<file path="src/rtl/fifo_rdout_sched.sv">
// fifo_rdout_sched
//   Readout scheduler for the per-ADC sample FIFOs. Each accepted trigger
//   reads BURST words from every channel FIFO in order (0..NFIFO-1) and
//   merges them into one stream. An empty FIFO is waited on for up to TMO-1
//   cycles. After that, the rest of that channel's burst is filled with
//   all-ones pad words, so every event is exactly NFIFO*BURST words long.
//   When FIFO_RDY drops, the scheduler aborts, clears its counters and
//   flags, and flushes the output pipeline.
//
// Ports
//   CLK, RST      clock; asynchronous active-high reset
//   FIFO_RDY      level; readout permitted while high
//   TRIG          one-cycle readout request per event
//   EMPTY[k]      empty flag of channel FIFO k
//   DIN           packed FIFO data, channel k at [k*WORD_W +: WORD_W],
//                 valid the cycle after RD_EN[k]
//   RD_EN         one-hot (or zero) read strobe, combinational from state
//   DOUT/_VLD     merged word stream, two cycles after the read/pad slot
//   DOUT_LAST     final word of an event
//   PEND          pending trigger count, saturating at 15
//   TRIG_OVF      sticky: trigger dropped at PEND=15
//   ERR_UNDERRUN  sticky: a pad word was generated
module fifo_rdout_sched #(
  parameter int NFIFO  = 6,
  parameter int WORD_W = 12,
  parameter int BURST  = 16,
  parameter int TMO    = 8
) (
  input  logic                    CLK,
  input  logic                    RST,
  input  logic                    FIFO_RDY,
  input  logic                    TRIG,
  input  logic [NFIFO-1:0]        EMPTY,
  input  logic [NFIFO*WORD_W-1:0] DIN,
  output logic [NFIFO-1:0]        RD_EN,
  output logic [WORD_W-1:0]       DOUT,
  output logic                    DOUT_VLD,
  output logic                    DOUT_LAST,
  output logic [3:0]              PEND,
  output logic                    TRIG_OVF,
  output logic                    ERR_UNDERRUN
);

  localparam int CW     = (NFIFO > 1) ? $clog2(NFIFO) : 1;
  localparam int WW     = (BURST > 1) ? $clog2(BURST) : 1;
  localparam int TW     = $clog2(TMO);
  localparam int STAGES = 1;

  localparam logic [1:0] S_IDLE = 2'd0;
  localparam logic [1:0] S_READ = 2'd1;
  localparam logic [1:0] S_PAD  = 2'd2;
  localparam logic [1:0] S_DONE = 2'd3;

  logic [1:0]        state;
  logic [CW-1:0]     ch;
  logic [WW-1:0]     wcnt;
  logic [TW-1:0]     tmo;

  logic [NFIFO-1:0]  ch_oh;
  logic              emp_cur, ch_last, w_last;
  logic              rd_go, pad_go, issue, issue_last;

  // vld_pipe[0]/last_pipe[0]: data stage (DIN valid), [1]: output register
  logic [STAGES:0]   vld_pipe, last_pipe;
  logic              s1_pad;
  logic [CW-1:0]     s1_ch;
  logic [WORD_W-1:0] din_sel;

  always_comb begin
    ch_oh = '0;
    for (int k = 0; k < NFIFO; k++) ch_oh[k] = (ch == CW'(k));
  end

  assign emp_cur    = |(EMPTY & ch_oh);
  assign ch_last    = (ch == CW'(NFIFO - 1));
  assign w_last     = (wcnt == WW'(BURST - 1));
  // Gating with FIFO_RDY stops reads in the drop cycle itself, so no word is
  // pulled from a FIFO whose data would then be flushed.
  assign rd_go      = FIFO_RDY && (state == S_READ) && !emp_cur;
  assign pad_go     = FIFO_RDY && (state == S_PAD);
  assign issue      = rd_go || pad_go;
  assign issue_last = issue && ch_last && w_last;
  assign RD_EN      = rd_go ? ch_oh : '0;

  // Scheduler FSM
  always_ff @(posedge CLK or posedge RST) begin
    if (RST) begin
      state <= S_IDLE;
      ch    <= '0;
      wcnt  <= '0;
      tmo   <= '0;
    end else if (!FIFO_RDY) begin
      state <= S_IDLE;
      ch    <= '0;
      wcnt  <= '0;
      tmo   <= '0;
    end else begin
      case (state)
        S_IDLE: if (PEND != 4'd0) begin
          state <= S_READ;
          ch    <= '0;
          wcnt  <= '0;
          tmo   <= '0;
        end
        S_READ: if (!emp_cur) begin
          tmo <= '0;
          if (w_last) begin
            wcnt <= '0;
            if (ch_last) state <= S_DONE;
            else         ch    <= ch + CW'(1);
          end else begin
            wcnt <= wcnt + WW'(1);
          end
        end else if (tmo == TW'(TMO - 2)) begin
          // This is stall cycle TMO-1 on the same FIFO, so give up on it.
          state <= S_PAD;
          tmo   <= '0;
        end else begin
          tmo <= tmo + TW'(1);
        end
        S_PAD: if (w_last) begin
          wcnt <= '0;
          if (ch_last) state <= S_DONE;
          else begin
            ch    <= ch + CW'(1);
            state <= S_READ;
          end
        end else begin
          wcnt <= wcnt + WW'(1);
        end
        default: state <= S_IDLE;  // S_DONE
      endcase
    end
  end

  // Pending count and sticky flags
  always_ff @(posedge CLK or posedge RST) begin
    if (RST) begin
      PEND         <= '0;
      TRIG_OVF     <= 1'b0;
      ERR_UNDERRUN <= 1'b0;
    end else if (!FIFO_RDY) begin
      PEND         <= '0;
      TRIG_OVF     <= 1'b0;
      ERR_UNDERRUN <= 1'b0;
    end else begin
      // A trigger in the Done cycle replaces the completed event, so the
      // count does not change.
      if (TRIG && state != S_DONE) begin
        if (PEND == 4'hF) TRIG_OVF <= 1'b1;
        else              PEND     <= PEND + 4'd1;
      end else if (!TRIG && state == S_DONE) begin
        PEND <= PEND - 4'd1;
      end
      if (pad_go) ERR_UNDERRUN <= 1'b1;
    end
  end

  always_comb begin
    din_sel = '0;
    for (int k = 0; k < NFIFO; k++)
      if (s1_ch == CW'(k)) din_sel = DIN[k*WORD_W +: WORD_W];
  end

  // Output pipeline: pad slots travel with real reads, so order is preserved.
  always_ff @(posedge CLK or posedge RST) begin
    if (RST) begin
      vld_pipe  <= '0;
      last_pipe <= '0;
      s1_pad    <= 1'b0;
      s1_ch     <= '0;
      DOUT      <= '0;
    end else begin
      vld_pipe  <= FIFO_RDY ? {vld_pipe[STAGES-1:0], issue}      : '0;
      last_pipe <= FIFO_RDY ? {last_pipe[STAGES-1:0], issue_last} : '0;
      s1_pad    <= pad_go;
      s1_ch     <= ch;
      if (vld_pipe[0]) DOUT <= s1_pad ? '1 : din_sel;
    end
  end

  assign DOUT_VLD  = vld_pipe[STAGES];
  assign DOUT_LAST = last_pipe[STAGES];

endmodule

</file>
<file path="config.mk">
export PLATFORM = sky130hd
export DESIGN_NAME = fifo_rdout_sched
export DESIGN_NICKNAME = d
export VERILOG_FILES = /design/src/rtl/fifo_rdout_sched.sv
export SDC_FILE = /design/constraint.sdc
export NUM_CORES = 1
export LEC_CHECK = 0
export CORE_MARGIN = 3
export CORE_UTILIZATION = 39
export DETAILED_ROUTE_END_ITERATION = 16
export GPL_ROUTABILITY_DRIVEN = 0
export PLACE_DENSITY = 0.79
export RECOVER_POWER = 100
export SETUP_SLACK_MARGIN = 0.1
export SLEW_MARGIN = 40
export SYNTH_ARGS = -nofsm -noshare
export SYNTH_HDL_FRONTEND = slang
export SYNTH_SLANG_ARGS = --single-unit
</file>
<file path="constraint.sdc">
create_clock -name CLK -period 2.2 [get_ports CLK]
set_input_delay 0.33 -clock CLK [delete_from_list [all_inputs] [get_ports CLK]]
set_output_delay 0.33 -clock CLK [all_outputs]
set_load 0.01 [all_outputs]
</file>
After elaboration in Yosys (flattened, before gate mapping)
Index checks and enable logic that the tools add are counted.
{ "classes": {"n_addsub": 5, "n_eq_ne": 30, "muxes": 43, "n_bitwise": 1, "reduce_logical": 20} }
{ "op_table": {"columns": ["op", "count"], "rows": [
  ["12-bit 2-to-1 mux", 7],
  ["4-bit 2-to-1 mux", 8],
  ["3-bit 2-to-1 mux", 8],
  ["2-bit 2-to-1 mux", 10],
  ["3-bit == test, second input constant", 5],
  ["3-bit by 2-bit == test with 1-bit output, second input constant", 4],
  ["3-bit != test, second input constant", 4],
  ["4-bit one-hot mux with 3 select lines", 1],
  ["3-bit one-hot mux with 3 select lines", 1],
  ["4-bit by 1-bit adder with 4-bit output, second input constant", 2],
  ["4-bit == test, second input constant", 2],
  ["4-bit != test, second input constant", 2],
  ["1-bit logical AND", 7],
  ["3-bit by 1-bit adder with 3-bit output, second input constant", 2],
  ["6-bit bitwise AND", 1],
  ["3-bit by 1-bit == test with 1-bit output, second input constant", 2],
  ["3-bit zero test", 2],
  ["6-bit 2-to-1 mux", 1],
  ["2-bit by 1-bit != test with 1-bit output, second input constant", 3],
  ["3-bit by 1-bit != test with 1-bit output, second input constant", 2],
  ["2-bit one-hot mux with 3 select lines", 1],
  ["3-bit one-hot mux with 2 select lines", 1],
  ["2-bit AND reduction", 3],
  ["6-bit OR reduction", 1],
  ["other kinds (13)", 19]
]} }
{ "totals": {"regBits": 38, "inputBits": 82, "out_inout_bits": 26, "elab_cells": 111} }

Longest topological paths before layout
Gate-level depths: netlist of run 1.
{ "depth": {"word_depth": 9, "mapped_depth": 8, "mapped_depth_nobuf": 8} }

Worst setup path after synthesis of run 1
No wires, ideal clock.
{ "synth_path": {"kind": "register to output", "from": "register ch[0]", "to": "output RD_EN[0]", "arrival_ns": 1.773, "required_ns": 1.870, "slack_ns": 0.097, "path_stages_with_launch": 7, "cell_sequence": "dfrtp_1 > ha_1 > ha_1 > a32oi_2 > o221a_4 > nand3_1 > nor3b_1"} }
{ "synth_via": {"elab_chain_cells": 6} }
{ "synth_rtl": {"columns": ["element", "line_no", "rtl"], "rows": [
  ["start: declaration", "55", "logic [CW-1:0] ch;"],
  ["start signal: assignment", "110", "else ch <= ch + CW'(1);"],
  ["start signal: assignment", "125", "ch <= ch + CW'(1);"],
  ["3-bit by 1-bit == test with 1-bit output (tied with other cells)", "71", "for (int k = 0; k < NFIFO; k++) ch_oh[k] = (ch == CW'(k));"],
  ["6-bit bitwise AND", "74", "assign emp_cur = |(EMPTY & ch_oh);"],
  ["6-bit OR reduction", "74", null],
  ["1-bit zero test", null, null],
  ["1-bit logical AND", "79", "assign rd_go = FIFO_RDY && (state == S_READ) && !emp_cur;"],
  ["6-bit 2-to-1 mux *", "83", "assign RD_EN = rd_go ? ch_oh : '0;"],
  ["end: declaration", "35", "output logic [NFIFO-1:0] RD_EN,"]
]} }
Every way passes the cells marked *; elsewhere a longest branch is shown, timed or not.

Worst setup path after layout of run 1
{ "layout_path": {"from": "register ch[1]", "to": "output RD_EN[5]"} }
Same word-level chain as after synthesis.

==> flow_summary.yaml, run 1 <==
grt:
  grt.total_usage: 0.1972
  grt_max_degree: 39
  grt_pass1_vias: 2455
  antenna_found_initial: 0
  grt_pass1_wl_um: 11830
  gr-total-overflow: 0
clocking:
  hold_buffers: 0
  cts.sinks: 38
  cts_buffers: 5
  cts_tree: "built"
  clock_latency_ns: 0.29
  clk_path_buf_depth: 2
  path_clk_slew_ns: 0.07
  clk_root_buffer_cell: "clkbuf_8"
  cts_max_level: 2
timing:
  period_needed_ns: 2.328
  finalMaxSlewViolations: 0
  max_freq_mhz: 429.6
  setup_viol: 6
  hold_violations: 0
  setup_ws_ns: -0.1277
  rsz0062_at_grt: "yes"
  whs_ns: 0.4586
  slew_headroom: 0.5070
  skew_ns: 0.007393
  fin_tns_setup_ns: -0.4625
  tightestPinTransition_ns: 0.7395
  period_share: 1.058
critical_path:
  reg2reg_slack_ns: 0.01
  worstSetupPathType: "reg2out"
  r2r_end: "state[1]"
  cp.required_ns: 1.87
  path_max_fanout: 6
  worstReg2RegStart: "ch[1]"
  end_kind: "output port"
  reg2regPathDepth: 9
  startpoint_type: "flip-flop"
  worstPathArrival_ns: 2.00
run:
  maxCapViolations: 0
final_layout:
  fin_area_um2: 4071
  multi_input_area_um2: 1572
  diodes: 0
  synthToLayoutAreaGrowth_pct: 61.09
  drive_gt1_frac: 0.2507
  regArea_um2: 950.9
  nNetsFinal: 465
  n_fill_cell: 489
synthesis:
  synthCells: 239
  synthTopCellsByArea: "dfrtp_1 (38%), mux4_2 (11%), ha_1 (5.9%), mux2_2 (5.3%), a221oi_1 (4.2%)"
  yosysTopAreaCellShare: 0.3762
  syn_nets: 334
  ys_ff_latch: 38
  async_reset_ff_frac: 1.000
  synth_area_per_cell_um2: 10.57
  yosysSeqAreaShare: 0.3762
  yosys.area.top_type: "dfrtp_1"
  synth.distinct_cells: 49
  synthesis.area_um2: 2527
  ys.flop_type: "dfrtp_1"
  synth_edf_count: 0
  yosys_warnings: 0
detailed_routing:
  drc: 0
  routedWlPerCell_um: 16.62
  viasPerCell: 5.296
  wl_um: 7414
  drtAntennaViolNets: 0
  vias: 2362
  dr.pass1.iters: 4
  initialDrtViolationCount: 60
floorplanning:
  die_w_um: 86.50
  core_um2: 6096
  num_rows: 28
  io_pins: 108
  die_area_um2: 7482
  die_y_um: 86.50
  initial_utilization: 0.4146
power_and_ir_drop:
  p_per_area_nw_per_um2: 749.0
  ir_worst_vdd_mv: 0.5894
  p_leak_nw: 1.659
place:
  place_area_um2: 3811
  hpwlAfterDp_um: 5641
  port_buffers: 107
hold_path:
  hp-class: "in2async"
run_status:
  violations: "setup timing"
  status: "complete, but fails checks"
-- cell usage in the layout (no fill, tap or decap), drive strengths merged, types with 3 or more instances in the layout --
cell	n
nand3	8
ha	12
a221oi	12
o21ai	11
mux4	12
a21oi	15
nand2b	6
nor3b	3
clkdlybuf4s50	101
and2	3
mux2	13
mux2i	4
inv	17
clkbuf	8
nand2	13
nor2	23
nor3	6
buf	35
dfrtp	38
-- registers in the layout, indices dropped and copies added (netlist names), 3 cells and up --
name	cells
tmo	3
s1_ch	3
wcnt	4
ch	3
PEND	4
DOUT	12
-- synth_stat cells (2+ instances only) --
cell       number
mux2i_1         4
dfrtp_1        38
o2bb2ai_1       2
nand2b_1        6
ha_1           12
a221oi_1       12
xnor2_1         2
buf_4           2
nand3_1         8
inv_1          17
and2_1          3
a21oi_1        15
nand2_1        13
mux2_2         12
mux4_2         12
nor2_1         22
nor3b_1         3
nor3_1          6
o21ai_1         2
o21ai_0         9
clkbuf_1        8
buf_2           2
a21o_1          2
a22o_1          2
-- where the power goes --
part	switching (mW)	internal, mW
clock network	0.234	0.339
logic	0.614	0.808
registers	0.182	0.874
total	1.03	2.02
-- per-layer routing --
layer  global-route usage  part of all wire  vias up
met4              0.02125            0.0042        0
met1               0.2577              0.43     1128
met3              0.04943             0.079        4
li1                     -                 -     1145
met2               0.3414              0.49       85
met5                    0                 0        -
-- per-stage QoR --
| stage | setup WS [ns] | power [mW] | utilization | cells |
|---|---|---|---|---|
| floorplan | 0.09671 | 1.748 | - | 239 |
| global placement | -0.3516 | 2.346 | 0.6252 | 431 |
| detailed placement | -0.4538 | 2.391 | 0.6252 | 431 |
| CTS | -0.1236 | 2.987 | 0.6525 | 441 |
| global route | -0.2251 | 3.274 | 0.6679 | 446 |
| finish | -0.1277 | 3.050 | 0.6679 | 446 |
-- cell families (layout without fill, tap and decap cells) --
family,count (synthesis),count (layout),synth area share
AO/OA/AOI/OAI,58,58,0.1782
XOR/XNOR,2,2,0.006932
adder cells (fa/ha/maj),13,13,0.06733
buffers and inverters,30,162,0.05148
flip-flops,38,38,0.3762
multiplexers,29,29,0.1822
AND/OR/NAND/NOR,69,69,0.1376
-- repair_timing --
action                                  CTS  global route
endpoints found under the hold margin     0             0
pin swaps                                 5             8
endpoints found under the setup margin    8            13
setup buffers                             2             6
resized for setup                        38            14
-- critical path, cell delays in order (launching register included) --
cell and delay (ns):
dfrtp_1 0.43, ha_2 0.21, ha_4 0.16, a32oi_2 0.18, o221a_4 0.23, nand3_4 0.12
buf_4 0.18, nor2_4 0.09, buf_6 0.11
-- final cells by class --
cell class / count / area share
multi-input cells: 171 / 0.3860
repair buffers: 137 / 0.3156
flip-flops and latches: 38 / 0.2336
well taps: 75 / 0.02305
clock buffers: 7 / 0.01875
inverters: 17 / 0.01567
clock inverters: 1 / 0.007376
-- worst max path at each step --
stage	depth (start not counted)	startpoint	slack, ns	to
4_1_cts	7	ch[1]	-0.12	RD_EN[0]
6_report	8	ch[1]	-0.13	RD_EN[5]
3_3_place_gp	6	EMPTY[0]	-0.35	RD_EN[0]
2_1_floorplan	6	ch[0]	0.1	RD_EN[0]
5_1_grt	7	ch[1]	-0.23	RD_EN[2]
3_5_place_dp	6	EMPTY[0]	-0.45	RD_EN[0]
(Power assumes the default switching activity.)
==> run 2: changes to the inputs <==
Settings changed: CORE_UTILIZATION 39 to 30, PLACE_DENSITY 0.79 to 0.63, SKIP_LAST_GASP from default to 1.
==> run 2 against run 1 <==
  * The run still ends with setup timing left
  * Critical path depth down 1
  * Utilization fell by 16 points
  * Wire length up 0.27%
  * Register-to-register slack better by 0.02 ns
  * Global-route usage decreased by 4.0 points
  * Hold slack worse by 0.0075 ns
  * Total power shrank 4.5%
  * Clock skew is 0.0024 ns lower
  * Critical path type unchanged
  * Largest cell class unchanged
==> flow_summary.yaml, run 2 (synthesis results as in run 1) <==
clocking:
  cts_max_level: 2
  clk_root_buffer_cell: "clkbuf_8"
  clk_path_buf_depth: 2
  path_clk_slew_ns: 0.07
  clock_latency_ns: 0.29
  cts_buffers: 5
  cts_tree: "built"
  cts.sinks: 38
floorplanning:
  die_w_um: 97.79
  core_um2: 7968
  initial_utilization: 0.3172
  die_area_um2: 9562
  die_y_um: 97.79
  num_rows: 32
  io_pins: 108
detailed_routing:
  dr.pass1.iters: 4
  wl_um: 7434
  drt-met1-wl_um: 3322
  drc: 0
  routedWlPerCell_um: 15.65
  wl_met2_um: 3557
  top_layer: "met4"
  vias: 2335
  initialDrtViolationCount: 56
  viasPerCell: 4.916
  drtAntennaViolNets: 0
  wl_met3_um: 465
timing:
  period_needed_ns: 2.283
  skew_ns: 0.005031
  finalMaxSlewViolations: 0
  setup_ws_ns: -0.08321
  slew_headroom: 0.4790
  setup_viol: 6
  rsz0062_at_grt: "yes"
  fin_tns_setup_ns: -0.2146
  max_freq_mhz: 438.0
  period_share: 1.038
  hold_violations: 0
  tightestPinTransition_ns: 0.7786
place:
  port_buffers: 107
  place_area_um2: 3867
  hpwlAfterDp_um: 5915
  post-place-ws_ns: -0.3435
final_layout:
  largest_register_ffs: 12
  fin_util: 0.5111
  drive_gt1_frac: 0.2547
  multi_input_area_um2: 1541
  top_regs: "DOUT (12), PEND (4), wcnt (4)"
  regArea_um2: 952.2
  final_cell_mix: "clkdlybuf4s50_1 (101), dfrtp_1 (37), buf_4 (28), nor2_1 (21)"
  fin_area_um2: 4073
  nNetsFinal: 468
  n_fill_cell: 739
  diodes: 0
  final_common_cell: "clkdlybuf4s50_1"
  synthToLayoutAreaGrowth_pct: 61.14
  largest_register: "DOUT"
run_status:
  status: "complete, but fails checks"
  violations: "setup timing"
critical_path:
  end_kind: "output port"
  crit_top_cell: "ha_4"
  cp_cell_sequence: "ha_4 > ha_4 > a32oi_2 > o221a_4 > nand3_4 > nor3b_2 > buf_2"
  worstSetupPathType: "reg2out"
  worstReg2RegStart: "ch[1]"
  reg2reg_slack_ns: 0.03
  critPathTopFamily: "compound AO/OA/AOI/OAI gates"
  worstPathArrival_ns: 1.95
  slowest_stage: "dfrtp_2"
  cpPeakStageDelay_ns: 0.44
  cp.required_ns: 1.87
  r2r_end: "wcnt[3]"
  crit_buf_inv: 1
  reg2regPathDepth: 9
  path_max_fanout: 6
  startpoint_type: "flip-flop"
power_and_ir_drop:
  p_sw_frac: 0.3466
  combPwrFrac: 0.486
  p_seq_frac: 0.361
  power_switching_mw: 1.009
  p_per_area_nw_per_um2: 715.0
  ir_worst_vdd_mv: 0.3258
  p_leak_nw: 1.665
  p_int_mw: 1.903
  p_clk_frac: 0.153
grt:
  grt_pass1_vias: 2479
  grt_pass1_wl_um: 12360
  grt_max_degree: 39
  grt.total_usage: 0.1575
  antenna_found_initial: 0
  gr-total-overflow: 0
run:
  maxCapViolations: 0
hold_path:
  hp-class: "in2async"
## run 2: cell types whose count changed in the layout (fill, tap and decap cells not counted), sizes merged
cell	previous run	this run
buf	35	38
clkinv	0	2
bufinv	1	0
clkbuf	8	6
## run 2: worst max path at each step
stage	slack (ns)	from	to	cells after the start
6_report	-0.08	ch[1]	RD_EN[2]	7
5_1_grt	-0.16	ch[1]	RD_EN[2]	7
4_1_cts	-0.05	ch[1]	RD_EN[2]	7
3_5_place_dp	-0.34	EMPTY[0]	RD_EN[2]	6
3_3_place_gp	-0.29	EMPTY[0]	RD_EN[2]	6
2_1_floorplan	0.1	ch[0]	RD_EN[0]	6
## run 2: per-layer routing
layer,track usage,up-vias
met5,0,-
met4,0.04153,0
met3,0.04000,10
met2,0.2704,89
met1,0.1978,1075
li1,-,1161
## run 2: power groups by stage
stage,sequential (mW),combinational [mW],clock [mW]
floorplan,1.06,0.692,0
global placement,1.07,1.32,0
detailed placement,1.07,1.35,0
CTS,1.06,1.37,0.464
global route,1.08,1.57,0.490
finish,1.05,1.41,0.445
## run 2: repair_timing
action	CTS	global route
setup buffers	3	5
endpoints found under the setup margin	8	14
hold endpoints to repair	0	0
resized for setup	36	16
cloned	0	0
pin swaps	7	7
hold buffers	0	0
## run 2: worst reg2reg max path, cell delays in order (launching register included)
cell,delay (ns)
dfrtp_2,0.44
ha_4,0.17
ha_4,0.15
a32oi_2,0.20
o221a_4,0.25
buf_4,0.11
buf_6,0.11
o221ai_4,0.15
or2_1,0.27
o31ai_1,0.23
## run 2: area by class of cell
class,count,area share
clock buffer,5,0.01690
tap,102,0.03134
timing repair buffer,140,0.3214
multi-input combinational,171,0.3785
clock inverter,2,0.002458
inverter,17,0.01567
sequential,38,0.2338
## run 2: metrics by stage
stage / power (mW) / cells / hold WS, ns
global placement: 2.390 / 461 / 0.4537
global route: 3.143 / 475 / 0.4974
finish: 2.912 / 475 / 0.4511
detailed placement: 2.422 / 461 / 0.4534
CTS: 2.887 / 470 / 0.4828
floorplan: 1.748 / 239 / 0.4136
==> run 3: changes to the inputs <==
Settings changed: CORE_MARGIN 3 to 2.
==> run 3 against run 2 <==
  * The flow still finishes with violations (setup timing)
  * Sequential share of layout area up 0.085 points
  * Clock skew is 0.0013 ns lower
  * Cell count rose by 0.42%
  * Total power up 0.49%
  * Combinational power fell by 3%
  * Wire length fell by 2.7%
  * Cell area decreased by 0.49%
  * Setup slack got worse by 0.025 ns
  * First-iteration DRC count grew 55%
  * Critical path depth did not move
  * Sequential cell count stayed put
==> flow_summary.yaml, run 3 (synthesis results as in run 1) <==
run_status:
  status: "complete, but fails checks"
  violations: "setup timing"
detailed_routing:
  viasPerCell: 4.939
  routedWlPerCell_um: 15.16
  drc: 0
  initialDrtViolationCount: 87
  wl_um: 7231
  dr.pass1.iters: 4
  drtAntennaViolNets: 0
  vias: 2356
critical_path:
  worstReg2RegStart: "ch[1]"
  cp-startpoint: "ch[1]"
  reg2reg_slack_ns: -0.02
  path_max_fanout: 6
  cp_cell_sequence: "ha_2 > ha_4 > a32oi_2 > o221a_4 > nand3_4 > nor3b_2 > buf_2"
  worstPathArrival_ns: 1.98
  critPathTopFamily: "compound AO/OA/AOI/OAI gates"
  end_kind: "output port"
  crit_buf_inv: 1
  cp.required_ns: 1.87
  slowest_stage: "dfrtp_1"
  crit_path_end: "RD_EN[0]"
  cpPeakStageDelay_ns: 0.43
  reg2regPathDepth: 10
  r2r_end: "state[0]"
  worstSetupPathType: "reg2out"
  crit_cells: 7
  startpoint_type: "flip-flop"
final_layout:
  synthToLayoutAreaGrowth_pct: 60.35
  largest_register: "DOUT"
  nNetsFinal: 466
  final_common_cell: "clkdlybuf4s50_1"
  drive_gt1_frac: 0.2446
  largest_register_ffs: 12
  top_regs: "DOUT (12), PEND (4), wcnt (4)"
  final_cell_mix: "clkdlybuf4s50_1 (100), dfrtp_1 (38), buf_4 (28), nor2_1 (21), inv_1 (17)"
  diodes: 0
  fin_area_um2: 4053
hold_path:
  worstHoldStart: "last_pipe[0]"
  hp-class: "reg2reg"
floorplanning:
  die_w_um: 95.79
  die_area_um2: 9175
  io_pins: 108
  die_y_um: 95.79
  core_um2: 8175
  num_rows: 33
  initial_utilization: 0.3092
clocking:
  cts_max_level: 2
  clk_path_buf_depth: 2
  cts_tree: "built"
  clock_latency_ns: 0.29
  cts.sinks: 38
  cts_buffers: 5
  hold_buffers: 0
  path_clk_slew_ns: 0.07
  clk_root_buffer_cell: "clkbuf_8"
place:
  place_area_um2: 3864
  port_buffers: 107
  hpwlAfterDp_um: 5618
power_and_ir_drop:
  p_clk_frac: 0.170
  p_leak_nw: 1.658
  p_int_mw: 1.915
  p_per_area_nw_per_um2: 722.1
  power_mw: 2.926
  ir_worst_vdd_mv: 0.3106
  power_switching_mw: 1.012
  combPwrFrac: 0.468
  p_seq_frac: 0.362
  p_sw_frac: 0.3457
grt:
  grt_max_degree: 39
  antenna_found_initial: 0
  gr-total-overflow: 0
  grt_pass1_wl_um: 11210
  grt_pass1_vias: 2386
  grt.total_usage: 0.1555
timing:
  skew_ns: 0.003736
  finalMaxSlewViolations: 0
  hold_violations: 0
  setup_ws_ns: -0.1083
  setup_viol: 7
  slew_headroom: 0.3800
  period_needed_ns: 2.308
  rsz0062_at_grt: "yes"
  period_share: 1.049
  max_freq_mhz: 433.2
  tightestPinTransition_ns: 0.9300
run:
  maxCapViolations: 0
## run 3: cell types whose count changed in the layout (fill, tap and decap cells not counted), sizes merged
cell / change
dlygate4sd3: +1
buf: -3
clkinv: -1
clkinvlp: +1
clkdlybuf4s50: -1
clkbuf: +2
## run 3: stage by stage
| stage | hold WS [ns] | cells | worst slack [ns] | setup TNS (ns) | util |
|---|---|---|---|---|---|
| 6_report | 0.4681 | 477 | -0.1083 | -0.3533 | 0.4957 |
| 5_1_grt | 0.4982 | 477 | -0.1826 | -0.9463 | 0.4957 |
| 4_1_cts | 0.4732 | 475 | -0.06645 | -0.1294 | 0.4911 |
| 3_5_place_dp | 0.4570 | 463 | -0.3477 | -1.937 | 0.4726 |
| 3_3_place_gp | 0.4480 | 463 | -0.2918 | -1.797 | 0.4726 |
| 2_1_floorplan | 0.4136 | 239 | 0.09671 | 0 | - |
## run 3: routing by layer
| metal | track usage | up-vias | part of all wire |
|---|---|---|---|
| met3 | 0.04542 | 9 | 0.11 |
| li1 | - | 1144 | - |
| met2 | 0.2826 | 94 | 0.48 |
| met4 | 0.04286 | 0 | 0.015 |
| met1 | 0.1766 | 1109 | 0.40 |
| met5 | 0 | - | 0 |
## run 3: area by class of cell
cell class	count	area (um^2)
Fill cell	773	4123
Multi-Input combinational cell	171	1531
Timing Repair Buffer	138	1280
Sequential cell	38	950.9
Tap cell	105	131.4
Clock buffer	6	82.58
Inverter	17	63.81
Clock inverter	2	12.51
## run 3: timing repair
action | in CTS | in global routing
setup endpoints to repair | 9 | 14
pin swaps | 7 | 7
gates resized for setup | 37 | 4
setup buffers | 5 | 3
## run 3: power groups by stage
stage | logic (mW) | clock network, mW | registers, mW
floorplan | 0.692 | 0 | 1.06
CTS | 1.35 | 0.517 | 1.06
global route | 1.52 | 0.558 | 1.09
finish | 1.37 | 0.497 | 1.06
detailed placement | 1.33 | 0 | 1.08
global placement | 1.30 | 0 | 1.07
## run 3: worst min path at each step
| stage | endpoint | slack (ns) | cells after the start |
|---|---|---|---|
| after detailed placement | last_pipe[1] | 0.46 | 1 |
| after global placement | last_pipe[1] | 0.45 | 1 |
| final | last_pipe[1] | 0.47 | 1 |
| after floorplan | s1_ch[2] | 0.41 | 0 |
| after CTS | PEND[2] | 0.47 | 3 |
| after global routing | last_pipe[1] | 0.50 | 1 |
## run 3: worst register-to-register path, cell delays in order, from the launching register on
cell and delay (ns):
dfrtp_1 0.43, inv_1 0.10, ha_2 0.22, a32oi_2 0.13, buf_4 0.15, buf_4 0.12
buf_4 0.12, o221ai_2 0.10, o31ai_2 0.11, a211oi_2 0.31, mux2_4 0.33
